$ cat src/rtl/zapper_array.sv
// Multi-channel light-gun front end: per-gun input synchronisers and a timed
// shot sequencer (BLANK -> LOOK -> HOLD -> REARM) feeding the player-input register.
`timescale 1ns/1ps

module zapper_array #(
  parameter int                NUM_GUNS           = 2,
  parameter int                SYNC_STAGES        = 2,
  parameter int                CNT_W              = 20,
  parameter logic [CNT_W-1:0]  BLANK_CYCLES       = 20'd16000,
  parameter logic [CNT_W-1:0]  LOOK_CYCLES        = 20'd33000,
  parameter logic [CNT_W-1:0]  HOLD_CYCLES        = 20'd50000,
  parameter bit                TRIG_ACTIVE_LOW    = 1'b1,
  parameter bit                SENSOR_ACTIVE_HIGH = 1'b1
) (
  input  logic                clk,
  input  logic                rst,
  input  logic [NUM_GUNS-1:0] trigger,
  input  logic [NUM_GUNS-1:0] sensor,
  output logic [NUM_GUNS-1:0] shot,
  output logic [NUM_GUNS-1:0] hit,
  output logic [NUM_GUNS-1:0] result_stb,
  output logic                flash_req,
  output logic [15:0]         plyr_input
);

  typedef enum logic [2:0] {
    ST_IDLE,
    ST_BLANK,
    ST_LOOK,
    ST_HOLD,
    ST_REARM
  } state_t;

  localparam logic [CNT_W-1:0] CNT_ONE    = {{(CNT_W-1){1'b0}}, 1'b1};
  localparam logic [CNT_W-1:0] BLANK_LAST = BLANK_CYCLES - CNT_ONE;
  localparam logic [CNT_W-1:0] LOOK_LAST  = LOOK_CYCLES - CNT_ONE;
  localparam logic [CNT_W-1:0] HOLD_LAST  = HOLD_CYCLES - CNT_ONE;

  logic [NUM_GUNS-1:0] win_bits;

  genvar gi;
  generate
    for (gi = 0; gi < NUM_GUNS; gi++) begin : g_chan
      logic [SYNC_STAGES-1:0] trig_sync_reg;
      logic [SYNC_STAGES-1:0] sens_sync_reg;
      state_t                 state_reg;
      logic [CNT_W-1:0]       cnt_reg;
      logic                   shot_reg;
      logic                   hit_reg;
      logic                   stb_reg;
      logic                   win_reg;
      logic                   pulled;
      logic                   lit;

      // Polarity is folded in ahead of the first flop so that a cleared
      // synchroniser always reads as "released / dark" after reset.
      always_ff @(posedge clk or negedge rst) begin
        if (!rst) begin
          trig_sync_reg <= '0;
          sens_sync_reg <= '0;
        end else begin
          trig_sync_reg <= {trig_sync_reg[SYNC_STAGES-2:0], trigger[gi] ^ TRIG_ACTIVE_LOW};
          sens_sync_reg <= {sens_sync_reg[SYNC_STAGES-2:0], sensor[gi] ^ ~SENSOR_ACTIVE_HIGH};
        end
      end

      assign pulled = trig_sync_reg[SYNC_STAGES-1];
      assign lit    = sens_sync_reg[SYNC_STAGES-1];

      always_ff @(posedge clk or negedge rst) begin
        if (!rst) begin
          state_reg <= ST_IDLE;
          cnt_reg   <= '0;
          shot_reg  <= 1'b0;
          hit_reg   <= 1'b0;
          stb_reg   <= 1'b0;
          win_reg   <= 1'b0;
        end else begin
          stb_reg <= 1'b0;
          case (state_reg)
            ST_IDLE: begin
              if (pulled) begin
                state_reg <= ST_BLANK;
                cnt_reg   <= '0;
                shot_reg  <= 1'b1;
                win_reg   <= 1'b1;
              end
            end
            ST_BLANK: begin
              if (cnt_reg == BLANK_LAST) begin
                state_reg <= ST_LOOK;
                cnt_reg   <= '0;
              end else begin
                cnt_reg <= cnt_reg + CNT_ONE;
              end
            end
            ST_LOOK: begin
              // Light takes priority, so a sample on the last look cycle still scores.
              if (lit || (cnt_reg == LOOK_LAST)) begin
                state_reg <= ST_HOLD;
                cnt_reg   <= '0;
                hit_reg   <= lit;
                win_reg   <= 1'b0;
              end else begin
                cnt_reg <= cnt_reg + CNT_ONE;
              end
            end
            ST_HOLD: begin
              if (cnt_reg == HOLD_LAST) begin
                state_reg <= pulled ? ST_REARM : ST_IDLE;
                cnt_reg   <= '0;
                shot_reg  <= 1'b0;
                hit_reg   <= 1'b0;
                stb_reg   <= 1'b1;
              end else begin
                cnt_reg <= cnt_reg + CNT_ONE;
              end
            end
            ST_REARM: begin
              if (!pulled) begin
                state_reg <= ST_IDLE;
              end
            end
            default: begin
              state_reg <= ST_IDLE;
              cnt_reg   <= '0;
              shot_reg  <= 1'b0;
              hit_reg   <= 1'b0;
              win_reg   <= 1'b0;
            end
          endcase
        end
      end

      assign shot[gi]       = shot_reg;
      assign hit[gi]        = hit_reg;
      assign result_stb[gi] = stb_reg;
      assign win_bits[gi]   = win_reg;
    end
  endgenerate

  assign flash_req = |win_bits;

  always_comb begin
    plyr_input = '0;
    for (int i = 0; i < NUM_GUNS; i++) begin
      plyr_input[2*i]   = shot[i];
      plyr_input[2*i+1] = hit[i];
    end
  end

endmodule
$ cat config.mk
export PLATFORM = sky130hd
export DESIGN_NAME = zapper_array
export DESIGN_NICKNAME = d
export VERILOG_FILES = /design/src/rtl/zapper_array.sv
export SDC_FILE = /design/constraint.sdc
export NUM_CORES = 1
export LEC_CHECK = 0
export ABC_CLOCK_PERIOD_IN_PS = 3900
export BUFFER_PORTS_ARGS = -buffer_cell sky130_fd_sc_hd__buf_2
export CORE_UTILIZATION = 55
export CTS_BUF_LIST = sky130_fd_sc_hd__clkbuf_2
export CTS_CLUSTER_DIAMETER = 120
export DETAILED_ROUTE_END_ITERATION = 12
export GPL_TIMING_DRIVEN = 0
export PLACE_DENSITY = 0.74
export SLEW_MARGIN = 0
export SYNTH_ARGS = -nofsm -noshare
export SYNTH_HDL_FRONTEND = slang
export SYNTH_SLANG_ARGS = --single-unit
$ cat constraint.sdc
create_clock -name clk -period 3.9 [get_ports clk]
set_input_delay 0.195 -clock clk [delete_from_list [all_inputs] [get_ports clk]]
set_output_delay 0.195 -clock clk [all_outputs]
set_load 0.005 [all_outputs]
==> run metrics <==
post-synthesis adder-cell area fraction=less than 1%; Top FF cell, synth=dfrtp_1; xor and xnor area share after synthesis=under 10%; fraction of registers with async set/reset=between 90% and 100%; TritonRoute pass-1 iters=5; YS warnings=0; # clock sinks=62; Least-Margin Pin Slew=0.835 ns; Final Max Tran Viols=0; commonest non-fill, non-tap cell in the layout=dfrtp_1; wire per inst=14.2 µm; mux cell area share after synthesis=0.294%; # resized after CTS=0; crit-path max FO=10; highest-count cells in the layout ignoring fill and taps=62 x dfrtp_1, 38 x o21ai_0, 35 x nand2_1; vias in the first global route=~2600; Post-CTS Hold Buffers=4; top cell type by total area after synthesis=dfrtp_1; TritonCTS clock tree=yes; Clk pin slew, worst setup/hold paths=between 0.15 and 0.2 ns; crit end category=register; ant diodes=0; final WL=around 7100 µm; Final Skew=about 0.013 ns; Avg Cell Area, Syn=about 9.1 µm²; Leak Pwr=around 1.8 nW; EDFF count, synth=0; Cell variety after synth=56; # fillers=just over 500; critical path startpoint=g_chan[1].cnt_reg[16]; RD Place Congestion=0.891; post-synthesis sequential area ratio=45.5%; # Max-Cap Violations=0; worst reg2reg endpoint=g_chan[1].cnt_reg[19]; largest family of logic cells by synthesized area=simple AND/OR/NAND/NOR gates; detailed router's first-iteration violation count=between 200 and 250; Core Rows=28; I/O Buffers=16; Die Area=6520 µm²; VDD IR-drop max=roughly 0.40 mV; Hold Crit Class=in -> async; grt ovf=0; share of cells above drive strength 1=between 15 and 20%; Overall Global Routing Usage=between 20% and 30%; nets=426; share of the synthesized area in the top cell type=a little under half; outcome=complete, no violations; Worst R2R Setup Slack=~1.2 ns; Setup Buffers After CTS=0; largest net degree at the start of global routing=63; crit path capture=g_chan[1].cnt_reg[19]; FMAX=365 MHz; first-pass GRT wire length=about 12000 µm; Critical R2R Launch=g_chan[1].cnt_reg[16]; Startpoint Class=register; Fin. Hold Viols=0; max incr delay on CP=about 0.62 ns; CTS root buffer=clkbuf_2; Die Y=slightly above 80 µm; slew margin rel.=between 40% and 50%; register area=1550 µm²; Fin Setup TNS=0 ns; RSZ-0062 raised after global routing=false; final setup fails=0; CORE AREA=5960 µm²; Power per Cell Area=494 nW/µm²; r2r worst-path depth=7; period utilization=70.2%; Worst EP required=about 4.3 ns; Final Critical Period=between 2 and 3 ns; synth top area cells=dfrtp_1 46%, o21ai_0 5.6%, buf_4 5.3%; Post-DRT Antenna Nets=0; number of CTS-inserted buffers=9; CP max stage cell=nor4_1; footprint of the multi-input gates=~1600 µm²; final core utilization=63.4%; die width=approximately 80 µm; starting density of the core=between 50% and 60%; Seq cells post-synth=62; antenna violations before repair=0; drt drc=0; worst skew pair latency=approximately 0.5 ns; IO Count=29; Cell Area, Synth=approximately 3400 µm²; max reg flops=40; Synth Area in Simple Gates=25.6%; Syn Inst Count=approximately 380; Layout area overhead=10.8%; CP Cell Sequence=nor4_1 -> nand3_1 -> o311ai_1 -> o21a_2 -> buf_4 -> o21ai_0 -> a21o_1; CP arrival=~3.2 ns; CTS Buffer Depth=2; post-synthesis compound-gate area fraction=15.8%; worst setup path class=reg -> reg; vias post-DR=approximately 2800; H-tree depth=3; DP HPWL=about 4700 µm; post-DR vias/cell=5.73
[per-layer routing]
metal  track usage (%)  wire (µm)  vias to the layer above
li1                  -          -                     1391
met1              31.3       3250                     1355
met2              38.1       3350                       91
met3              7.53        365                       11
met4              8.39        102                        0
met5                 0          0                        -
[critical path, delay by kind of cell (launching register included)]
| family | cells | cell delay (ns) |
|---|---|---|
| and+or+nand+nor | 2 | 0.88 |
| DFF | 1 | 0.48 |
| buffers and inverters | 1 | 0.19 |
| AOI/OAI and AO/OA | 4 | 1.10 |
[cell type report]
type	count	area share, %
Timing Repair Buffer	21	3.51
Clock buffer	9	1.19
Clock inverter	6	1.42
Sequential cell	62	41.1
Inverter	15	1.49
Tap cell	75	2.49
Buffer	34	6.06
Multi-Input combinational cell	275	42.7
[how the worst min path moves through the flow]
stage | start | cells past startpoint | to | slack (ns)
after CTS | rst | 1 | g_chan[0].cnt_reg[5] | 0.01
final | rst | 2 | g_chan[0].trig_sync_reg[1] | 0.30
after global placement | sensor[1] | 1 | g_chan[1].sens_sync_reg[0] | 0.31
after global routing | sensor[1] | 2 | g_chan[1].sens_sync_reg[0] | 0.28
after floorplan | rst | 0 | g_chan[0].cnt_reg[0] | -0.10
after detailed placement | sensor[1] | 1 | g_chan[1].sens_sync_reg[0] | 0.31
[power by group]
group | internal (mW) | switching (mW) | leakage [nW]
Combinational | 0.293 | 0.412 | 0.882
Sequential | 0.720 | 0.0725 | 0.817
Clock | 0.138 | 0.230 | 0.0687
Total | 1.15 | 0.714 | 1.77
[cells by family after synthesis]
group | Yosys count
flip-flops | 62
other | 1
multiplexers | 1
AO/OA/AOI/OAI | 84
adder cells (fa/ha/maj) | 2
buffers and inverters | 49
XOR/XNOR | 14
AND/OR/NAND/NOR | 162
[stage by stage]
step | cells | area (µm²) | total power, mW | hold WS (ns) | setup WS [ns]
after detailed placement | 477 | 3620 | 1.51 | 0.307 | 1.36
after floorplan | 386 | 3450 | 1.32 | -0.101 | 1.79
final | 497 | 3780 | 1.87 | 0.296 | 1.16
after CTS | 496 | 3760 | 1.89 | 0.0137 | 1.24
after global routing | 497 | 3780 | 2.02 | 0.280 | 1.04
after global placement | 477 | 3620 | 1.48 | 0.308 | 1.35
[synthesized netlist by cell type (3+ instances only)]
cell       n
xor2_1     8
o21ai_0   38
a31oi_1    7
nand2_1   35
buf_4     24
nand3_1   18
a21oi_1    7
nor4_1    15
clkbuf_1   6
nor3b_1    3
nor3_1    12
and3_1     6
nand4_1    7
dfrtp_1   62
xnor2_1    6
nor2_1    34
or3_1      6
a21o_1    14
nand2b_1   5
inv_1     15
o32ai_1    3
buf_2      3
No activity file was read; power rests on OpenSTA's default activity.
